## src/rtl/control_unit.sv

```systemverilog
// control_unit: hardwired fetch/decode/execute sequencer for the accumulator CPU.
// Drives the 22-bit control word, memory read/write requests and the
// busy/halted status. The opcode is latched in DEC; execute states decode the
// latched copy only.
module control_unit (
  input  logic        clk,
  input  logic        rst_n,
  input  logic        start,
  input  logic [7:0]  ir_op,
  input  logic [3:0]  ALUflags,
  input  logic        mem_ready,
  output logic        mem_rd,
  output logic        mem_wr,
  output logic [21:0] ctrl,
  output logic        busy,
  output logic        halted
);

  typedef enum logic [3:0] {
    S_IDLE, S_F0, S_F1, S_F2, S_DEC, S_RD, S_BR, S_ALU,
    S_ST, S_WR, S_JMP, S_HALT
  } state_t;

  localparam logic [7:0] OP_STORE  = 8'h01;
  localparam logic [7:0] OP_LOAD   = 8'h02;
  localparam logic [7:0] OP_ADD    = 8'h03;
  localparam logic [7:0] OP_SUB    = 8'h04;
  localparam logic [7:0] OP_JMPGEZ = 8'h05;
  localparam logic [7:0] OP_JMP    = 8'h06;
  localparam logic [7:0] OP_HALT   = 8'h07;
  localparam logic [7:0] OP_MPY    = 8'h08;
  localparam logic [7:0] OP_DIV    = 8'h09;
  localparam logic [7:0] OP_AND    = 8'h0A;
  localparam logic [7:0] OP_OR     = 8'h0B;
  localparam logic [7:0] OP_NOT    = 8'h0C;
  localparam logic [7:0] OP_SHR    = 8'h0D;
  localparam logic [7:0] OP_SHL    = 8'h0E;

  state_t     state_q, state_d;
  logic [7:0] op_q, op_d;
  logic       busy_q, busy_d;
  logic       halted_q, halted_d;

  // Only N participates in control; the other flags are deliberately ignored.
  logic unused_flags;
  assign unused_flags = ^{ALUflags[3], ALUflags[1:0]};

  assign busy   = busy_q;
  assign halted = halted_q;

  // Next-state, opcode latch and registered status decode.
  always_comb begin
    state_d = state_q;
    op_d    = op_q;
    case (state_q)
      S_IDLE: if (start) state_d = S_F0;
      S_F0:   state_d = S_F1;
      S_F1:   if (mem_ready) state_d = S_F2;
      S_F2:   state_d = S_DEC;
      S_DEC: begin
        op_d = ir_op;
        case (ir_op)
          OP_LOAD, OP_ADD, OP_SUB, OP_MPY,
          OP_DIV, OP_AND, OP_OR:          state_d = S_RD;
          OP_STORE:                       state_d = S_ST;
          OP_JMP, OP_JMPGEZ:              state_d = S_JMP;
          OP_NOT, OP_SHR, OP_SHL:         state_d = S_ALU;
          OP_HALT:                        state_d = S_HALT;
          default:                        state_d = S_F0;
        endcase
      end
      S_RD:   if (mem_ready) state_d = S_BR;
      S_BR:   state_d = S_ALU;
      S_ALU:  state_d = S_F0;
      S_ST:   state_d = S_WR;
      S_WR:   if (mem_ready) state_d = S_F0;
      S_JMP:  state_d = S_F0;
      S_HALT: state_d = S_HALT;
      default: state_d = S_IDLE;
    endcase
    busy_d   = !(state_d == S_IDLE || state_d == S_HALT);
    halted_d = (state_d == S_HALT);
  end

  // Sequencer state, latched opcode and status flops.
  always_ff @(posedge clk or negedge rst_n) begin
    if (!rst_n) begin
      state_q  <= S_IDLE;
      op_q     <= 8'h00;
      busy_q   <= 1'b0;
      halted_q <= 1'b0;
    end else begin
      state_q  <= state_d;
      op_q     <= op_d;
      busy_q   <= busy_d;
      halted_q <= halted_d;
    end
  end

  // Control word and memory strobes decoded from state, latched op and inputs.
  always_comb begin
    ctrl   = 22'd0;
    mem_rd = 1'b0;
    mem_wr = 1'b0;
    case (state_q)
      S_F0: ctrl[10] = 1'b1;
      S_F1: begin
        mem_rd = 1'b1;
        if (mem_ready) begin
          ctrl[3] = 1'b1;
          ctrl[6] = 1'b1;
        end
      end
      S_F2: begin
        ctrl[4] = 1'b1;
        ctrl[5] = 1'b1;
      end
      S_RD: begin
        mem_rd = 1'b1;
        if (mem_ready) ctrl[3] = 1'b1;
      end
      S_BR: begin
        ctrl[7] = 1'b1;
        if (op_q == OP_LOAD) ctrl[8] = 1'b1;
      end
      S_ALU: begin
        case (op_q)
          OP_LOAD, OP_ADD: ctrl[9]  = 1'b1;
          OP_SUB:          ctrl[13] = 1'b1;
          OP_MPY:          ctrl[15] = 1'b1;
          OP_DIV:          ctrl[16] = 1'b1;
          OP_AND:          ctrl[19] = 1'b1;
          OP_OR:           ctrl[20] = 1'b1;
          OP_NOT:          ctrl[21] = 1'b1;
          OP_SHR:          ctrl[17] = 1'b1;
          OP_SHL:          ctrl[18] = 1'b1;
          default:         ctrl     = 22'd0;
        endcase
      end
      S_ST: ctrl[12] = 1'b1;
      S_WR: begin
        mem_wr = 1'b1;
        if (mem_ready) ctrl[11] = 1'b1;
      end
      S_JMP: begin
        // N sampled in this very cycle: clear N means accumulator >= 0.
        if (op_q == OP_JMP || (op_q == OP_JMPGEZ && !ALUflags[2]))
          ctrl[14] = 1'b1;
      end
      default: ctrl = 22'd0;
    endcase
  end

endmodule

```

## config.mk

```make
export PLATFORM = sky130hd
export DESIGN_NAME = control_unit
export DESIGN_NICKNAME = d
export VERILOG_FILES = /design/src/rtl/control_unit.sv
export SDC_FILE = /design/constraint.sdc
export NUM_CORES = 1
export LEC_CHECK = 0
export BUFFER_PORTS_ARGS = -buffer_cell sky130_fd_sc_hd__buf_2
export CORE_MARGIN = 1
export CORE_UTILIZATION = 44
export CTS_CLUSTER_DIAMETER = 120
export DETAILED_ROUTE_END_ITERATION = 10
export PLACE_DENSITY = 0.88
export SETUP_SLACK_MARGIN = 0.05
export SYNTH_ARGS = -nofsm -noshare
export SYNTH_HDL_FRONTEND = slang
export SYNTH_SLANG_ARGS = --single-unit
```

## constraint.sdc

```tcl
create_clock -name clk -period 1.7 [get_ports clk]
set_clock_uncertainty 0.05 [all_clocks]
set_input_delay 0.085 -clock clk [delete_from_list [all_inputs] [get_ports clk]]
set_output_delay 0.085 -clock clk [all_outputs]
set_load 0.02 [all_outputs]
```

* Word-level counts from Yosys, hierarchy flattened
Memory sizes are Yosys's and may differ from the RTL's.
Cells that the tools add are included.
** Storage, ports and cells
- Bits in registers :: 14
- Latch bits :: 0
- Memory bits (writable) :: 0
- Bits in read-only memories :: 64
- Input bits :: 16
- Output and inout bits :: 26
- Word-level logic and storage cells :: 71
- Memories :: 1
** Memory list
- (no name shown) :: words 16, bits a word 4, rd ports 1, clocked after Yosys merged registers in 0, write ports 0, RTL line 62 : case (ir_op)
** Cells by class
- Add/sub/neg operators :: 0
- Multiply operators :: 0
- Div/mod/pow operators :: 0
- Order comparisons :: 0
- Equal/unequal tests :: 24
- Shifts and indexed selects :: 0
- Mux-type cells :: 31
- Bitwise logic cells :: 0
- Reductions and logical operators :: 11
** Operators with widths (number)
- $eq A8 B4 Y1 const B :: 7
- $pmux W4 S11 :: 1
- $eq A8 B3 Y1 const B :: 3
- $mux W1 :: 22
- $eq A4 B4 Y1 const B :: 5
- $mux W4 :: 5
- $eq A4 B3 Y1 const B :: 4
- $eq A8 B2 Y1 const B :: 2
- $logic_not A4 Y1 :: 3
- $eq A4 B2 Y1 const B :: 2
- $mux W7 :: 1
- $reduce_or A2 Y1 :: 3
- $eq A4 B1 Y1 const B :: 1
- $mux W2 :: 2
- $logic_not A1 Y1 :: 2
- $logic_or A1 B1 Y1 :: 2
- $logic_and A1 B1 Y1 :: 1

* Logic depth before layout (Yosys ltp)
- Word-level depth :: 6
- Depth in mapped cells :: 7
- Mapped depth without buffers :: 7

* Least setup slack after synthesis
Ideal clock, no wire load.
- Path type :: reg-to-output
- Start point :: reg op_q[5]
- End point :: out ctrl[13]
- Data arrival time :: 1.751 ns
- Data required time :: 1.565 ns
- Slack :: -0.186 ns
- Cell stages (with the launch flop) :: 5
- Path buffers :: 0
- Cell sequence :: dfrtp_1 -> nor4_2 -> nand3_1 -> or3_1 -> nor3b_1
** Between the ends
- Word-level cells in the longest chain between the ends :: 3
** RTL lines
- start: declaration :: RTL line 40 : logic [7:0] op_q, op_d;
- start signal: assignment :: RTL line 94 : op_q <= op_d;
- $eq A8 B3 Y1 :: RTL line 127 : case (op_q)
- $mux W1 :: RTL line 127
- $mux W1 :: RTL line 105 : case (state_q)
- end: declaration :: RTL line 14 : output logic [21:0] ctrl,
Every way passes these cells.

* Final worst setup path
Same ends and word-level chain as after synthesis.

==> impl_results.md <==
* Die area at 2760 sq um
* Root Buffer: clkbuf_4
* R2r setup slk at -0.08 ns
* Fin Setup TNS at -2.25 ns
* # DRC at 0
* Post-synthesis sequential area ratio at 0.312
* CP Cell Sequence: nor4_4 -> nand3_2 -> or3_4 -> nor3b_4 -> buf_6
* Most used DFF post-synth: dfrtp_1
* Max-slew headroom at 0.617
* Unrepaired setup endpoints after global routing: true
* Placement Rows at 17
* Initial antenna violation count at 0
* Share of cells above drive strength 1 at 0.638
* YS warnings at 0
* Post-route cell area at 1780 sq um
* FF+latch count, synth at 14
* Crit-path slowest cell: dfrtp_1
* Setup violations, final at 15
* DRT Wirelength at 3600 um
* Final ANT Viol Nets at 0
* Fin crit share at 1.17
* Placeable core area at 2320 sq um
* Outcome: complete, but fails checks
* Clock Sinks at 14
* Worst setup margin at -0.294 ns
* Remaining global-route overflow at 0
* Num CTS Buffers at 3
* CP max stage delay at 0.42 ns
* Vias in the first global route at 1104
* Die width at 52.5 um
* R2R cell count at 6
* Pleak at 0.839 nW
* Hpwl dp at 2010 um
* Cells after Synth at 115
* Final Power at 636 uW
* EDFF count, synth at 0
* Startpoint Class: register
* Fmax at 0.502 GHz
* # nets final at 195
* Async SR Flop Fraction at 1.00
* Count of pins over their slew limit at 0
* Placed cell count at 183
* Final period demand of the worst path at 1.99 ns
* H-tree depth at 1
* Violated checks: negative setup slack
* Critical path class: reg -> out
* Top Ports at 42
* CP Capture Type: output port
* Utilization after layout at 0.766
* Vias/cell at 5.73
* Crit path max fanout at 3
* Dpl ws at -0.0772 ns
* Crit path arrival time at 1.86 ns
* Drt wl/cell at 17.8 um
* Largest net degree at the start of global routing at 15
* Max-cap viol count at 0
* HP Class: in -> reg
* Final std cells w/o fill at 202
* Hold Vio Cnt, Final at 0
* Vias post-DR at 1158
* PortBufs at 35
* Count leader, synth: dfrtp_1
* Area grow syn2layout at 58.0%
* Cell Area, Placed at 1360 sq um
* DRT iter0 DRCs at 27
* Power density over the cells at 358 nW/um^2
* Gr usage total at 0.240
* First-pass GRT wire length at 4820 um
* WHS Path Cells at 2
* Die Ht at 52.5 um
* Req. time, crit path at 1.56 ns
* CTS clk-pin slew, worst paths at 0.08 ns
* Syn Area/Cell at 9.77 sq um
* Min Hold Slack at 0.0163 ns
* Netlist cell types at 46
* Drt first pass iters at 4
* Top cells by area, synth: dfrtp_1 (31%), mux2_2 (7.0%), nor3_1 (5.3%), ha_1 (4.5%), buf_4 (3.3%)
* GP Congestion at 0.855
* Clock Latency Late Sink at 0.28 ns
* Antenna fix cells at 0
* Synth area leader: dfrtp_1
* Netlist Area Pre-Place at 1120 sq um
* CTS tree: built
* Initial core utilization at 0.485
* Filler instances at 141
* Most frequent cells after synthesis: dfrtp_1 (14), nor3_1 (12), nor2_1 (10)
* Peak supply drop at 0.000438 V
* Maximum clock insertion buffer count at 2
* Slew @ Worst Pin at 0.569 ns
* Synth top area share at 0.312
[path summary, 6_finish.rpt]
| check | start | end |
|---|---|---|
| setup / recovery | op_q[5] | ctrl[13] |
| hold / removal | ir_op[4] | op_q[4] |
| setup reg to reg | state_q[1] | halted |
| hold reg to reg | op_q[4] | op_q[4] |
| max in group asynchronous | rst_n | state_q[2] |
| min in group asynchronous | rst_n | op_q[4] |
[what timing repair did]
action | 4_1_cts | 5_1_grt
hold buffers | 1 | 0
setup endpoints to repair | 15 | 25
resized for setup | 24 | 36
pin swaps | 14 | 8
hold endpoints to repair | 14 | 0
setup buffers | 9 | 6
[cells in the final DEF (no fill, tap or decap), drive strengths merged, types with 2 or more instances in the layout]
cell type  synthesis  layout
a21oi              3       3
a31o               2       2
and2               3       3
and2b              3       3
buf                8      61
clkbuf             1       4
conb               1       3
dfrtp             14      14
ha                 4       4
inv                4       4
mux2               7       7
mux2i              3       3
nand2              4       4
nand2b             2       2
nand4              3       3
nor2              10      10
nor2b              2       2
nor3              12      12
nor4               4       4
nor4b              2       2
o21ai              4       4
or2b               2       2
or3                3       3
[area by class of cell]
| type | instances | area [sq um] | area share |
|---|---|---|---|
| Clock buffer | 4 | 36.3 | 0.0204 |
| Inverter | 4 | 15.0 | 0.00846 |
| Multi-Input combinational cell | 90 | 850 | 0.479 |
| Sequential cell | 14 | 355 | 0.200 |
| Tap cell | 28 | 35.0 | 0.0197 |
| Timing Repair Buffer | 62 | 484 | 0.273 |
[sequential cells by signal, indices dropped and copies added (netlist names)]
name     flops
op_q         8
state_q      4
halted       1
busy         1
[per-layer routing]
| metal | GRT usage | part of all wire | vias up |
|---|---|---|---|
| met5 | 0 | 0 | - |
| met4 | 0.136 | 0.025 | 0 |
| met3 | 0.0261 | 0.071 | 12 |
| met2 | 0.443 | 0.51 | 59 |
| met1 | 0.260 | 0.40 | 557 |
| li1 | - | - | 530 |
[cells by family (layout without fill, tap and decap cells)]
kind of cell               Yosys count  after routing  synth area share
DFF                                 14             14             0.312
other                                1              3           0.00334
adders and majority gates            4              4            0.0445
muxes                               10             10            0.0969
buffers and inverters               13             70            0.0835
and+or+nand+nor                     57             57             0.330
AOI/OAI and AO/OA                   16             16             0.130
[report_power, final]
| group | total, mW | internal (mW) | switching (mW) |
|---|---|---|---|
| logic | 0.0681 | 0.0233 | 0.0448 |
| clock network | 0.235 | 0.130 | 0.104 |
| registers | 0.333 | 0.333 | 0 |
[worst max-delay path: cells and delay by family (launching register included)]
family	cells	cell delay [ns]
buffers and inverters	1	0.14
AND/OR/NAND/NOR	4	1.02
flip-flops	1	0.42
No activity file was read; power rests on OpenSTA's default activity.
